`config.mk`:
```
export PLATFORM = sky130hd
export DESIGN_NAME = axi_lite_reg_responder_flat
export DESIGN_NICKNAME = d
export VERILOG_FILES = /design/src/rtl/axi_lite_reg_responder_pkg.sv /design/src/rtl/axi_lite_reg_responder_if.sv /design/src/rtl/axi_lite_reg_responder_aw_w_join.sv /design/src/rtl/axi_lite_reg_responder.sv /design/src/flat_wrapper.sv
export SDC_FILE = /design/constraint.sdc
export NUM_CORES = 1
export LEC_CHECK = 0
export CAP_MARGIN = 10
export CORE_AREA = 2 2 268 270
export CTS_BUF_LIST = sky130_fd_sc_hd__clkbuf_16
export CTS_CLUSTER_SIZE = 40
export DETAILED_ROUTE_END_ITERATION = 8
export DIE_AREA = 0 0 270 272
export GPL_TIMING_DRIVEN = 0
export PLACE_DENSITY = 0.51
export SETUP_SLACK_MARGIN = 0.3
export SLEW_MARGIN = 20
export SYNTH_ARGS = -nofsm -noshare
export SYNTH_HDL_FRONTEND = slang
export SYNTH_SLANG_ARGS = --single-unit
```
`constraint.sdc`:
```
create_clock -name ACLK -period 2.6 [get_ports ACLK]
set_clock_uncertainty 0.05 [all_clocks]
set_input_delay 0.52 -clock ACLK [delete_from_list [all_inputs] [get_ports ACLK]]
set_output_delay 0.52 -clock ACLK [all_outputs]
set_load 0.02 [all_outputs]
```
`src/rtl/axi_lite_reg_responder_pkg.sv`:
```
// Shared AXI4-Lite response codes and address-decode helper for the register responder.
package axi_lite_pkg;

    typedef logic [1:0] axi_resp_t;

    localparam axi_resp_t RESP_OKAY   = 2'b00;
    localparam axi_resp_t RESP_SLVERR = 2'b10;

    // An address hits a register when it falls below 4 bytes * register count.
    function automatic logic f_in_range(input logic [31:0] addr, input int unsigned num_regs);
        logic [33:0] limit_s;
        limit_s = 34'(num_regs) * 34'd4;
        return ({2'b00, addr} < limit_s);
    endfunction

endpackage

```
`src/rtl/axi_lite_reg_responder_if.sv`:
```
// AXI4-Lite bus bundle between a fabric master and the register responder.
interface axi_lite_reg_responder_if #(
    parameter int P_ADDR_WIDTH = 32
);
    logic [P_ADDR_WIDTH-1:0] S_AXI_AWADDR;
    logic [2:0]              S_AXI_AWPROT;
    logic                    S_AXI_AWVALID;
    logic                    S_AXI_AWREADY;
    logic [31:0]             S_AXI_WDATA;
    logic [3:0]              S_AXI_WSTRB;
    logic                    S_AXI_WVALID;
    logic                    S_AXI_WREADY;
    logic [1:0]              S_AXI_BRESP;
    logic                    S_AXI_BVALID;
    logic                    S_AXI_BREADY;
    logic [P_ADDR_WIDTH-1:0] S_AXI_ARADDR;
    logic [2:0]              S_AXI_ARPROT;
    logic                    S_AXI_ARVALID;
    logic                    S_AXI_ARREADY;
    logic [31:0]             S_AXI_RDATA;
    logic [1:0]              S_AXI_RRESP;
    logic                    S_AXI_RVALID;
    logic                    S_AXI_RREADY;

    modport slave (
        input  S_AXI_AWADDR, S_AXI_AWPROT, S_AXI_AWVALID,
        output S_AXI_AWREADY,
        input  S_AXI_WDATA, S_AXI_WSTRB, S_AXI_WVALID,
        output S_AXI_WREADY,
        output S_AXI_BRESP, S_AXI_BVALID,
        input  S_AXI_BREADY,
        input  S_AXI_ARADDR, S_AXI_ARPROT, S_AXI_ARVALID,
        output S_AXI_ARREADY,
        output S_AXI_RDATA, S_AXI_RRESP, S_AXI_RVALID,
        input  S_AXI_RREADY
    );

    modport master (
        output S_AXI_AWADDR, S_AXI_AWPROT, S_AXI_AWVALID,
        input  S_AXI_AWREADY,
        output S_AXI_WDATA, S_AXI_WSTRB, S_AXI_WVALID,
        input  S_AXI_WREADY,
        input  S_AXI_BRESP, S_AXI_BVALID,
        output S_AXI_BREADY,
        output S_AXI_ARADDR, S_AXI_ARPROT, S_AXI_ARVALID,
        input  S_AXI_ARREADY,
        input  S_AXI_RDATA, S_AXI_RRESP, S_AXI_RVALID,
        output S_AXI_RREADY
    );

endinterface

```
`src/rtl/axi_lite_reg_responder_aw_w_join.sv`:
```
// Joins independently arriving AW and W beats into one commit strobe and owns the B channel.
module axi_lite_aw_w_join
    import axi_lite_pkg::*;
#(
    parameter int P_NUM_REGS = 8
) (
    input  logic        ACLK,
    input  logic        ARESETn,
    input  logic        rst_done_i,
    input  logic [31:0] awaddr_i,
    input  logic        awvalid_i,
    output logic        awready_o,
    input  logic [31:0] wdata_i,
    input  logic [3:0]  wstrb_i,
    input  logic        wvalid_i,
    output logic        wready_o,
    output axi_resp_t   bresp_o,
    output logic        bvalid_o,
    input  logic        bready_i,
    output logic        commit_o,
    output logic [31:0] commit_addr_o,
    output logic [31:0] commit_data_o,
    output logic [3:0]  commit_strb_o
);

    logic        aw_held_r;
    logic        w_held_r;
    logic        bvalid_r;
    axi_resp_t   bresp_r;
    logic [31:0] awaddr_r;
    logic [31:0] wdata_r;
    logic [3:0]  wstrb_r;
    logic        aw_hs_s;
    logic        w_hs_s;

    // Ready generation and commit detection; a beat arriving now bypasses its holding flop.
    always_comb begin
        awready_o     = rst_done_i & ~aw_held_r & ~bvalid_r;
        wready_o      = rst_done_i & ~w_held_r & ~bvalid_r;
        aw_hs_s       = awvalid_i & awready_o;
        w_hs_s        = wvalid_i & wready_o;
        commit_o      = (aw_held_r | aw_hs_s) & (w_held_r | w_hs_s);
        commit_addr_o = aw_held_r ? awaddr_r : awaddr_i;
        commit_data_o = w_held_r ? wdata_r : wdata_i;
        commit_strb_o = w_held_r ? wstrb_r : wstrb_i;
        bresp_o       = bresp_r;
        bvalid_o      = bvalid_r;
    end

    // Holding flops and write response; readies are low while B is pending, so commit never overlaps it.
    always_ff @(posedge ACLK or negedge ARESETn) begin
        if (!ARESETn) begin
            aw_held_r <= 1'b0;
            w_held_r  <= 1'b0;
            bvalid_r  <= 1'b0;
            bresp_r   <= RESP_OKAY;
            awaddr_r  <= 32'd0;
            wdata_r   <= 32'd0;
            wstrb_r   <= 4'd0;
        end else if (commit_o) begin
            aw_held_r <= 1'b0;
            w_held_r  <= 1'b0;
            bvalid_r  <= 1'b1;
            bresp_r   <= f_in_range(commit_addr_o, P_NUM_REGS) ? RESP_OKAY : RESP_SLVERR;
        end else begin
            if (aw_hs_s) begin
                aw_held_r <= 1'b1;
                awaddr_r  <= awaddr_i;
            end
            if (w_hs_s) begin
                w_held_r <= 1'b1;
                wdata_r  <= wdata_i;
                wstrb_r  <= wstrb_i;
            end
            if (bvalid_r && bready_i) begin
                bvalid_r <= 1'b0;
            end
        end
    end

endmodule

```
`src/rtl/axi_lite_reg_responder.sv`:
```
// AXI4-Lite register responder: RW control registers on reg_o, RO status registers from sts_i.
module axi_lite_reg_responder
    import axi_lite_pkg::*;
#(
    parameter int                          P_DATA_WIDTH = 32,
    parameter int                          P_ADDR_WIDTH = 32,
    parameter int                          P_NUM_REGS   = 8,
    parameter logic [P_NUM_REGS-1:0]       P_RO_MASK    = P_NUM_REGS'(8'h01),
    parameter logic [P_NUM_REGS*32-1:0]    P_RST_VAL    = '0
) (
    input  logic                         ACLK,
    input  logic                         ARESETn,
    axi_lite_reg_responder_if.slave      s_axi,
    output logic [P_NUM_REGS*32-1:0]     reg_o,
    input  logic [P_NUM_REGS*32-1:0]     sts_i,
    output logic [P_NUM_REGS-1:0]        wr_pulse_o,
    output logic [P_NUM_REGS-1:0]        rd_pulse_o
);

    logic                    rst_done_r;
    logic [P_DATA_WIDTH-1:0] reg_r [P_NUM_REGS];
    logic [P_NUM_REGS-1:0]   wr_pulse_r;
    logic [P_NUM_REGS-1:0]   rd_pulse_r;
    logic                    rvalid_r;
    axi_resp_t               rresp_r;
    logic [P_DATA_WIDTH-1:0] rdata_r;

    logic [P_ADDR_WIDTH-1:0] awaddr_s;
    logic [P_ADDR_WIDTH-1:0] araddr_s;
    logic [31:0]             ar_addr32_s;
    logic [7:0]              ar_idx_s;
    logic                    ar_in_range_s;
    logic                    arready_s;
    logic                    ar_hs_s;
    logic [P_DATA_WIDTH-1:0] rd_data_s;
    logic [P_NUM_REGS-1:0]   rd_onehot_s;

    logic                    commit_s;
    logic [31:0]             commit_addr_s;
    logic [31:0]             commit_data_s;
    logic [3:0]              commit_strb_s;
    logic [7:0]              commit_idx_s;
    logic                    wr_in_range_s;
    logic [P_NUM_REGS-1:0]   wr_onehot_s;
    logic                    unused_ok_s;

    assign awaddr_s    = s_axi.S_AXI_AWADDR;
    assign araddr_s    = s_axi.S_AXI_ARADDR;
    assign unused_ok_s = ^{s_axi.S_AXI_AWPROT, s_axi.S_AXI_ARPROT};

    // READYs stay low until the first clock edge after reset release.
    always_ff @(posedge ACLK or negedge ARESETn) begin
        if (!ARESETn) begin
            rst_done_r <= 1'b0;
        end else begin
            rst_done_r <= 1'b1;
        end
    end

    axi_lite_aw_w_join #(
        .P_NUM_REGS (P_NUM_REGS)
    ) u_aw_w_join (
        .ACLK          (ACLK),
        .ARESETn       (ARESETn),
        .rst_done_i    (rst_done_r),
        .awaddr_i      (32'(awaddr_s)),
        .awvalid_i     (s_axi.S_AXI_AWVALID),
        .awready_o     (s_axi.S_AXI_AWREADY),
        .wdata_i       (s_axi.S_AXI_WDATA),
        .wstrb_i       (s_axi.S_AXI_WSTRB),
        .wvalid_i      (s_axi.S_AXI_WVALID),
        .wready_o      (s_axi.S_AXI_WREADY),
        .bresp_o       (s_axi.S_AXI_BRESP),
        .bvalid_o      (s_axi.S_AXI_BVALID),
        .bready_i      (s_axi.S_AXI_BREADY),
        .commit_o      (commit_s),
        .commit_addr_o (commit_addr_s),
        .commit_data_o (commit_data_s),
        .commit_strb_o (commit_strb_s)
    );

    // Decode both channels into one-hot register selects; the read mux is an OR of gated slots.
    always_comb begin
        commit_idx_s  = commit_addr_s[9:2];
        wr_in_range_s = f_in_range(commit_addr_s, P_NUM_REGS);
        ar_addr32_s   = 32'(araddr_s);
        ar_idx_s      = ar_addr32_s[9:2];
        ar_in_range_s = f_in_range(ar_addr32_s, P_NUM_REGS);
        arready_s     = rst_done_r & ~rvalid_r;
        ar_hs_s       = s_axi.S_AXI_ARVALID & arready_s;
        rd_data_s     = '0;
        wr_onehot_s   = '0;
        rd_onehot_s   = '0;
        for (int i = 0; i < P_NUM_REGS; i++) begin
            wr_onehot_s[i] = commit_s & wr_in_range_s & (commit_idx_s == 8'(i));
            rd_onehot_s[i] = ar_in_range_s & (ar_idx_s == 8'(i));
            rd_data_s      = rd_data_s | (rd_onehot_s[i] ?
                             (P_RO_MASK[i] ? sts_i[32*i +: 32] : reg_r[i]) : 32'd0);
        end
    end

    // Register array with byte-lane writes; read-only slots are never written.
    always_ff @(posedge ACLK or negedge ARESETn) begin
        if (!ARESETn) begin
            for (int i = 0; i < P_NUM_REGS; i++) begin
                reg_r[i] <= P_RST_VAL[32*i +: 32];
            end
            wr_pulse_r <= '0;
        end else begin
            wr_pulse_r <= wr_onehot_s;
            for (int i = 0; i < P_NUM_REGS; i++) begin
                if (wr_onehot_s[i] && !P_RO_MASK[i]) begin
                    for (int b = 0; b < 4; b++) begin
                        if (commit_strb_s[b]) begin
                            reg_r[i][8*b +: 8] <= commit_data_s[8*b +: 8];
                        end
                    end
                end
            end
        end
    end

    // Read channel: data captured on the AR handshake edge holds until RREADY.
    always_ff @(posedge ACLK or negedge ARESETn) begin
        if (!ARESETn) begin
            rvalid_r   <= 1'b0;
            rresp_r    <= RESP_OKAY;
            rdata_r    <= '0;
            rd_pulse_r <= '0;
        end else if (ar_hs_s) begin
            rvalid_r   <= 1'b1;
            rresp_r    <= ar_in_range_s ? RESP_OKAY : RESP_SLVERR;
            rdata_r    <= rd_data_s;
            rd_pulse_r <= rd_onehot_s;
        end else begin
            rd_pulse_r <= '0;
            if (rvalid_r && s_axi.S_AXI_RREADY) begin
                rvalid_r <= 1'b0;
            end
        end
    end

    assign s_axi.S_AXI_ARREADY = arready_s;
    assign s_axi.S_AXI_RVALID  = rvalid_r;
    assign s_axi.S_AXI_RRESP   = rresp_r;
    assign s_axi.S_AXI_RDATA   = rdata_r;
    assign wr_pulse_o          = wr_pulse_r;
    assign rd_pulse_o          = rd_pulse_r;

    for (genvar g = 0; g < P_NUM_REGS; g++) begin : g_reg_out
        assign reg_o[32*g +: 32] = P_RO_MASK[g] ? 32'd0 : reg_r[g];
    end

endmodule

```
`src/flat_wrapper.sv`:
```
// flat-port wrapper written by rule: the top's interface ports become plain ports
module axi_lite_reg_responder_flat import axi_lite_pkg::*;
#(
    parameter int                          P_DATA_WIDTH = 32,
    parameter int                          P_ADDR_WIDTH = 32,
    parameter int                          P_NUM_REGS   = 8,
    parameter logic [P_NUM_REGS-1:0]       P_RO_MASK    = P_NUM_REGS'(8'h01),
    parameter logic [P_NUM_REGS*32-1:0]    P_RST_VAL    = '0
)
  (ACLK, ARESETn, reg_o, sts_i, wr_pulse_o, rd_pulse_o, s_axi_S_AXI_AWADDR, s_axi_S_AXI_AWPROT, s_axi_S_AXI_AWVALID, s_axi_S_AXI_AWREADY, s_axi_S_AXI_WDATA, s_axi_S_AXI_WSTRB, s_axi_S_AXI_WVALID, s_axi_S_AXI_WREADY, s_axi_S_AXI_BRESP, s_axi_S_AXI_BVALID, s_axi_S_AXI_BREADY, s_axi_S_AXI_ARADDR, s_axi_S_AXI_ARPROT, s_axi_S_AXI_ARVALID, s_axi_S_AXI_ARREADY, s_axi_S_AXI_RDATA, s_axi_S_AXI_RRESP, s_axi_S_AXI_RVALID, s_axi_S_AXI_RREADY);
  axi_lite_reg_responder_if #(.P_ADDR_WIDTH(P_ADDR_WIDTH)) s_axi_i ();
  input  logic ACLK;
  input  logic ARESETn;
  output logic [P_NUM_REGS*32-1:0] reg_o;
  input  logic [P_NUM_REGS*32-1:0] sts_i;
  output logic [P_NUM_REGS-1:0] wr_pulse_o;
  output logic [P_NUM_REGS-1:0] rd_pulse_o;
  input wire logic [$bits(s_axi_i.S_AXI_AWADDR)-1:0] s_axi_S_AXI_AWADDR;
  input wire logic [$bits(s_axi_i.S_AXI_AWPROT)-1:0] s_axi_S_AXI_AWPROT;
  input wire logic [$bits(s_axi_i.S_AXI_AWVALID)-1:0] s_axi_S_AXI_AWVALID;
  output wire logic [$bits(s_axi_i.S_AXI_AWREADY)-1:0] s_axi_S_AXI_AWREADY;
  input wire logic [$bits(s_axi_i.S_AXI_WDATA)-1:0] s_axi_S_AXI_WDATA;
  input wire logic [$bits(s_axi_i.S_AXI_WSTRB)-1:0] s_axi_S_AXI_WSTRB;
  input wire logic [$bits(s_axi_i.S_AXI_WVALID)-1:0] s_axi_S_AXI_WVALID;
  output wire logic [$bits(s_axi_i.S_AXI_WREADY)-1:0] s_axi_S_AXI_WREADY;
  output wire logic [$bits(s_axi_i.S_AXI_BRESP)-1:0] s_axi_S_AXI_BRESP;
  output wire logic [$bits(s_axi_i.S_AXI_BVALID)-1:0] s_axi_S_AXI_BVALID;
  input wire logic [$bits(s_axi_i.S_AXI_BREADY)-1:0] s_axi_S_AXI_BREADY;
  input wire logic [$bits(s_axi_i.S_AXI_ARADDR)-1:0] s_axi_S_AXI_ARADDR;
  input wire logic [$bits(s_axi_i.S_AXI_ARPROT)-1:0] s_axi_S_AXI_ARPROT;
  input wire logic [$bits(s_axi_i.S_AXI_ARVALID)-1:0] s_axi_S_AXI_ARVALID;
  output wire logic [$bits(s_axi_i.S_AXI_ARREADY)-1:0] s_axi_S_AXI_ARREADY;
  output wire logic [$bits(s_axi_i.S_AXI_RDATA)-1:0] s_axi_S_AXI_RDATA;
  output wire logic [$bits(s_axi_i.S_AXI_RRESP)-1:0] s_axi_S_AXI_RRESP;
  output wire logic [$bits(s_axi_i.S_AXI_RVALID)-1:0] s_axi_S_AXI_RVALID;
  input wire logic [$bits(s_axi_i.S_AXI_RREADY)-1:0] s_axi_S_AXI_RREADY;
  assign s_axi_i.S_AXI_AWADDR = s_axi_S_AXI_AWADDR;
  assign s_axi_i.S_AXI_AWPROT = s_axi_S_AXI_AWPROT;
  assign s_axi_i.S_AXI_AWVALID = s_axi_S_AXI_AWVALID;
  assign s_axi_S_AXI_AWREADY = s_axi_i.S_AXI_AWREADY;
  assign s_axi_i.S_AXI_WDATA = s_axi_S_AXI_WDATA;
  assign s_axi_i.S_AXI_WSTRB = s_axi_S_AXI_WSTRB;
  assign s_axi_i.S_AXI_WVALID = s_axi_S_AXI_WVALID;
  assign s_axi_S_AXI_WREADY = s_axi_i.S_AXI_WREADY;
  assign s_axi_S_AXI_BRESP = s_axi_i.S_AXI_BRESP;
  assign s_axi_S_AXI_BVALID = s_axi_i.S_AXI_BVALID;
  assign s_axi_i.S_AXI_BREADY = s_axi_S_AXI_BREADY;
  assign s_axi_i.S_AXI_ARADDR = s_axi_S_AXI_ARADDR;
  assign s_axi_i.S_AXI_ARPROT = s_axi_S_AXI_ARPROT;
  assign s_axi_i.S_AXI_ARVALID = s_axi_S_AXI_ARVALID;
  assign s_axi_S_AXI_ARREADY = s_axi_i.S_AXI_ARREADY;
  assign s_axi_S_AXI_RDATA = s_axi_i.S_AXI_RDATA;
  assign s_axi_S_AXI_RRESP = s_axi_i.S_AXI_RRESP;
  assign s_axi_S_AXI_RVALID = s_axi_i.S_AXI_RVALID;
  assign s_axi_i.S_AXI_RREADY = s_axi_S_AXI_RREADY;
  axi_lite_reg_responder #(.P_DATA_WIDTH(P_DATA_WIDTH), .P_ADDR_WIDTH(P_ADDR_WIDTH), .P_NUM_REGS(P_NUM_REGS), .P_RO_MASK(P_RO_MASK), .P_RST_VAL(P_RST_VAL)) u_core (.ACLK(ACLK), .ARESETn(ARESETn), .s_axi(s_axi_i), .reg_o(reg_o), .sts_i(sts_i), .wr_pulse_o(wr_pulse_o), .rd_pulse_o(rd_pulse_o));
endmodule
```
# Yosys cells after proc, flatten, opt, wreduce, memory -nomap -nowiden
# Index checks and enable logic that the tools add are counted.
# Widths: inputs -> output; s select.
# word_totals
register_bits,349
input_bits,369
out_inout_bits,313
wordCells,157
# op_classes
magnitude_cmp,2
n_eq_ne,14
mux,22
bitwise,40
n_reduce_logical,38
# ops
operator,n
$mux 32,10
$or 32x32->32,7
$eq 8x3->1 const B,8
$lt 32x6->1 const B,2
$reduce_and 2->1,30
$eq 8x2->1 const B,4
$and 1x1->1,26
$eq 8x1->1 const B,2
$logic_not 8->1,2
$mux 1,8
$mux 8,1
$reduce_bool 2->1,4
$not 1->1,5
$mux 2,2
$mux 4,1
$logic_and 1x1->1,2
$or 1x1->1,2

# Longest topological paths before layout
# logic_depth
depth_word,10
ltp_mapped,8
ltp_nobuf,5

# Modules after synthesis
# Synthesis repeated with hierarchy kept, for this count alone.
# unflattened
hier_cells,1205
area_unflattened_um2,16687.3
# by_module_without_submodules
module,n_inst,cells_each,area_per_inst_um2,seq_area_each_um2
axi_lite_reg_responder,1,940,12842.3,6881.6
axi_lite_aw_w_join,1,265,3844.9,1801.7

# Worst setup path before layout
# OpenSTA, ideal clock, no wires.
# synth_timing
kind,in2reg
startpoint,in s_axi_S_AXI_AWADDR[15]
endpoint,reg u_core.reg_r (netlist bit u_core.reg_o[119])
setup_ns,0.125
arrival_ns,2.466
t_required_ns,2.425
slack_ns,-0.041
path_stages,7
n_path_buf,2
path_cell_list,or4_1 -> nor4_2 -> o211ai_1 -> buf_6 -> buf_12 -> nor3_4 -> mux2_4
# synth_between
elab_chain_len,5
# synth_lines
element,line,rtl
"start, declared",flat_wrapper.sv:18,input wire logic [$bits(s_axi_i.S_AXI_AWADDR)-1:0] s_axi_S_AXI_AWADDR;
$mux 32,axi_lite_reg_responder_aw_w_join.sv:43,commit_addr_o = aw_held_r ? awaddr_r : awaddr_i;
$lt 32x6->1,axi_lite_reg_responder_pkg.sv:13,"return ({2'b00, addr} < limit_s);"
$and 1x1->1 (2 in series),axi_lite_reg_responder.sv:95,wr_onehot_s[i] = commit_s & wr_in_range_s & (commit_idx_s == 8'(i));
$reduce_and 2->1 (no source line),-,
"end signal, assigned by index",axi_lite_reg_responder.sv:106,reg_r[i] <= P_RST_VAL[32*i +: 32];
"end signal, assigned by index",axi_lite_reg_responder.sv:115,reg_r[i][8*b +: 8] <= commit_data_s[8*b +: 8];
"end, declared",axi_lite_reg_responder.sv:21,logic [P_DATA_WIDTH-1:0] reg_r [P_NUM_REGS];
# No other way between the ends.
# A chain may end at the register's enable or synchronous reset.

# Worst setup path after layout
# layout_timing
startpoint,in s_axi_S_AXI_AWADDR[28]
endpoint,reg u_core.reg_r (netlist bit u_core.reg_o[81])
# The elaborated chain is that of the path after synthesis.

==> qor.csv <==
stage;metric;value;unit
synthesis;Yosys cell types;54;
critical_path;Setup crit start kind;input pin;
sta;unrepaired setup endpoints after global routing;yes;
power_and_ir_drop;Power, Total;15940;uW
sta;measured slew at the worst slew-check pin;918.0;ps
synthesis;Ys Warns;0;
sta;final setup vio count;17;
route;drt drc;0;
critical_path;CP peak stage delay;580;ps
critical_path;worst reg2reg path startpoint;u_core.u_aw_w_join.awaddr_r[30];
critical_path;Crit path depth;9;
floorplan;Placeable Area;70750;um^2
critical_path;r2r setup slk;-30;ps
critical_path;R2R cell count;8;
clock_tree;Clock transition at path regs;60;ps
synthesis;top-count cell post-synth;dfrtp_1;
global_route;largest net degree at the start of global routing;93;
global_route;initial antenna violation count;8;
route;DR pass1 iterations;5;
critical_path;capture point of the worst path;u_core.reg_o[81];
hold_path;Worst Hold Class;input pin to register;
synthesis;synthesized flop and latch total;345;
critical_path;crit path kind;input pin to register;
finish;layout cells sized above 1;37.30;%
route;vias per inst;4.672;
sta;Min Hold Slack;306.9;ps
power_and_ir_drop;peak supply drop;365.7;uV
global_route;all-layer global routing usage;19.14;%
synthesis;Synth Area in Compound Gates;6.499;%
sta;Max Clk Rate;380.4;MHz
finish;multi-input logic area;8125;um^2
critical_path;Crit. Startpoint;s_axi_S_AXI_AWADDR[28];
global_route;total global routing overflow;0;
finish;Area Overhead vs Synth;58.16;%
sta;Slew Limit Headroom;38.80;%
synthesis;Synth Instances;1181;
placement;final RePlAce weighted congestion;0.8217;
critical_path;Buf/Inv on CP;4;
synthesis;Area contributors post-synth;dfrtp_1 54%, mux2_2 24%, nor3_4 2.4%;
finish;Fill cells;6892;
finish;final instance area;25390;um^2
placement;placed cell areas;21810;um^2
outcome;outcome;finished with violations;
route;Final ANT Viol Nets;0;
critical_path;CP required;3000;ps
route;via total after detailed routing;12780;
clock_tree;H-tree lvl count;2;
synthesis;Post-synth EDFFs;0;
synthesis;cell taking the most area after synthesis;dfrtp_1;
global_route;vias in the first global route;13550;
sta;Slew Limit Fails;0;
sta;worst setup margin;-29.04;ps
route;DR iter-0 viols;821;
sta;Final Hold Viols;0;
critical_path;CP Cell Sequence;clkdlybuf4s50_1 -> or4_1 -> o22ai_4 -> o211ai_1 -> buf_6 -> buf_4 -> nor4b_4 -> buf_12 -> mux2_4;
critical_path;crit-path max FO;8;
floorplan;die area;73440;um^2
clock_tree;CTS tree;built;
synthesis;synthesized cell area;16060;um^2
synthesis;synthesized-area fraction occupied by adder cells;0;%
floorplan;Die X;270;um
route;Routed WL;72.20;mm
critical_path;r2r endpoint;u_core.reg_o[81];
floorplan;Ports;682;
global_route;first-pass GRT wire length;102.0;mm
synthesis;combinational family with the most area after synthesis;multiplexers;
clock_tree;maximum root-to-sink buffer count;3;
critical_path;Top delay family on crit path;buffers and inverters;
synthesis;Avg Synthesized Cell Area;13.60;um^2
outcome;failing checks;negative setup slack;
sta;min Tclk post-route;2629;ps
placement;IO buf count;412;
floorplan;Initial Util;22.69;%
critical_path;Setup crit end kind;register;
sta;fin crit share;101.1;%
finish;NumNets Final;2119;
placement;dpl ws;-1706;ps
clock_tree;clk sinks;345;
synthesis;Post-Synth Simple-Gate Area;8.665;%
synthesis;register area share after synthesis;53.77;%
clock_tree;Root Driver;clkbuf_16;
power_and_ir_drop;Pwr Density;627.8;nW/um^2
floorplan;# rows;98;
clock_tree;CTS Buf Count;43;
floorplan;Die Height;272;um
placement;Post-DP HPWL;51.54;mm
finish;Seq. cell area;8636;um^2
synthesis;async set-or-reset flop fraction in the synthesized netlist;100.0;%
route;Avg WL per Cell;26.39;um
critical_path;WP data arrival;3030;ps
clock_tree;Worst-Skew Late Latency;560;ps
power_and_ir_drop;Lkg Pwr;0.01117;uW
finish;Final Util;35.89;%
job;max_cap viols;0;
critical_path;Slowest cell on crit path;or4_1;
synthesis;multiplexer share of the synthesized area;27.62;%
synthesis;Synth Area in XOR/XNOR;0;%
synthesis;Synth top cells by count;345 x dfrtp_1, 336 x mux2_2, 55 x nor2_1, 43 x nor3_1, 42 x clkbuf_1;
synthesis;Synth Flop Type;dfrtp_1;
synthesis;Yosys top cell area share;53.77;%
[sequential cells by signal (all words and copies together) (netlist names)]
register	count
u_core.u_aw_w_join.w_held_r	1
u_core.s_axi.S_AXI_RVALID	1
u_core.wr_pulse_o	8
u_core.u_aw_w_join.wstrb_r	4
u_core.rst_done_r	1
u_core.u_aw_w_join.bresp_o	1
u_core.u_aw_w_join.awaddr_r	30
u_core.reg_o	224
u_core.rd_pulse_o	8
u_core.s_axi.S_AXI_RRESP	1
u_core.u_aw_w_join.aw_held_r	1
u_core.u_aw_w_join.bvalid_o	1
u_core.u_aw_w_join.wdata_r	32
u_core.s_axi.S_AXI_RDATA	32
[cell families (layout without fill, tap and decap cells)]
logic type / count (synthesis) / count (layout)
other cells: 2 / 41
flops: 345 / 345
simple gates: 203 / 203
buf+inv: 96 / 662
mux: 391 / 391
compound gates: 144 / 144
[routing by layer]
metal | GRT usage (%) | up-vias | share of wire [%]
li1 | - | 5513 | -
met1 | 24.16 | 6674 | 43
met2 | 31.30 | 469 | 47
met3 | 6.206 | 119 | 7.6
met4 | 5.482 | 8 | 2.7
met5 | 0 | - | 0.076
[worst min-delay path by stage]
| stage | startpoint | end | slack (ps) | cells past startpoint |
|---|---|---|---|---|
| 2_1_floorplan | ARESETn | u_core.rd_pulse_o[0] | 170 | 0 |
| 3_3_place_gp | u_core.u_aw_w_join.wdata_r[13] | u_core.u_aw_w_join.wdata_r[13] | 430 | 1 |
| 3_5_place_dp | u_core.u_aw_w_join.wstrb_r[3] | u_core.u_aw_w_join.wstrb_r[3] | 440 | 1 |
| 4_1_cts | s_axi_S_AXI_AWADDR[13] | u_core.u_aw_w_join.awaddr_r[13] | 270 | 2 |
| 5_1_grt | s_axi_S_AXI_AWADDR[13] | u_core.u_aw_w_join.awaddr_r[13] | 290 | 2 |
| 6_report | s_axi_S_AXI_AWADDR[13] | u_core.u_aw_w_join.awaddr_r[13] | 310 | 2 |
[where the power goes]
| group | total [uW] | internal (uW) | switching [uW] |
|---|---|---|---|
| Combinational | 3590 | 1660 | 1940 |
| Clock | 5960 | 3510 | 2450 |
| Sequential | 6380 | 6010 | 372 |
| Total | 15900 | 11200 | 4760 |
[final cells by class]
cell class                 instances  share of cell area (%)
antenna                            6                 0.05912
buffer                            91                   2.917
clock buffer                      45                   4.434
clock inverter                    30                  0.9657
inverter                           5                 0.07391
multi-input combinational        773                   32.00
sequential                       345                   34.01
tap                              950                   4.681
timing repair buffer             491                   20.87
[through the flow]
stage | setup TNS (ps) | cells
2_1_floorplan | 0 | 1214
3_3_place_gp | -5450680 | 2576
3_5_place_dp | -321700 | 2579
4_1_cts | -942.4 | 2714
5_1_grt | -5417 | 2732
6_report | -200.8 | 2736
[cells in the final DEF (no fill, tap or decap), types with 4 or more instances in the layout]
master             n
clkdlybuf4s50_1  399
dfrtp_1          343
mux2_4           224
mux2_2           134
buf_4             67
nor2_1            48
clkbuf_16         46
nor3_1            39
buf_12            38
a31oi_1           35
conb_1            35
a22oi_1           34
mux2i_1           32
a221oi_1          32
a21oi_1           30
nor3_4            28
buf_6             18
clkbuf_2          16
inv_1             15
clkbuf_4          10
nand2_1            9
nor4_1             9
clkbuf_1           7
nand4_1            7
clkinv_2           7
dlygate4sd2_1      7
diode_2            6
nor4_4             5
nand3_2            5
nand3_4            5
clkinv_1           5
buf_16             5
buf_8              4
nor2_4             4
nand3_1            4
nor4b_4            4
bufinv_16          4
[what timing repair did]
item,in CTS,in global routing
buffers inserted,56,15
endpoints found under the setup margin,338,270
gates cloned,3,1
gates resized for setup,299,65
pin swaps,49,38
hold buffers,1,0
hold endpoints to repair,81,0
Note: power is estimated with default switching activity, not from simulation.
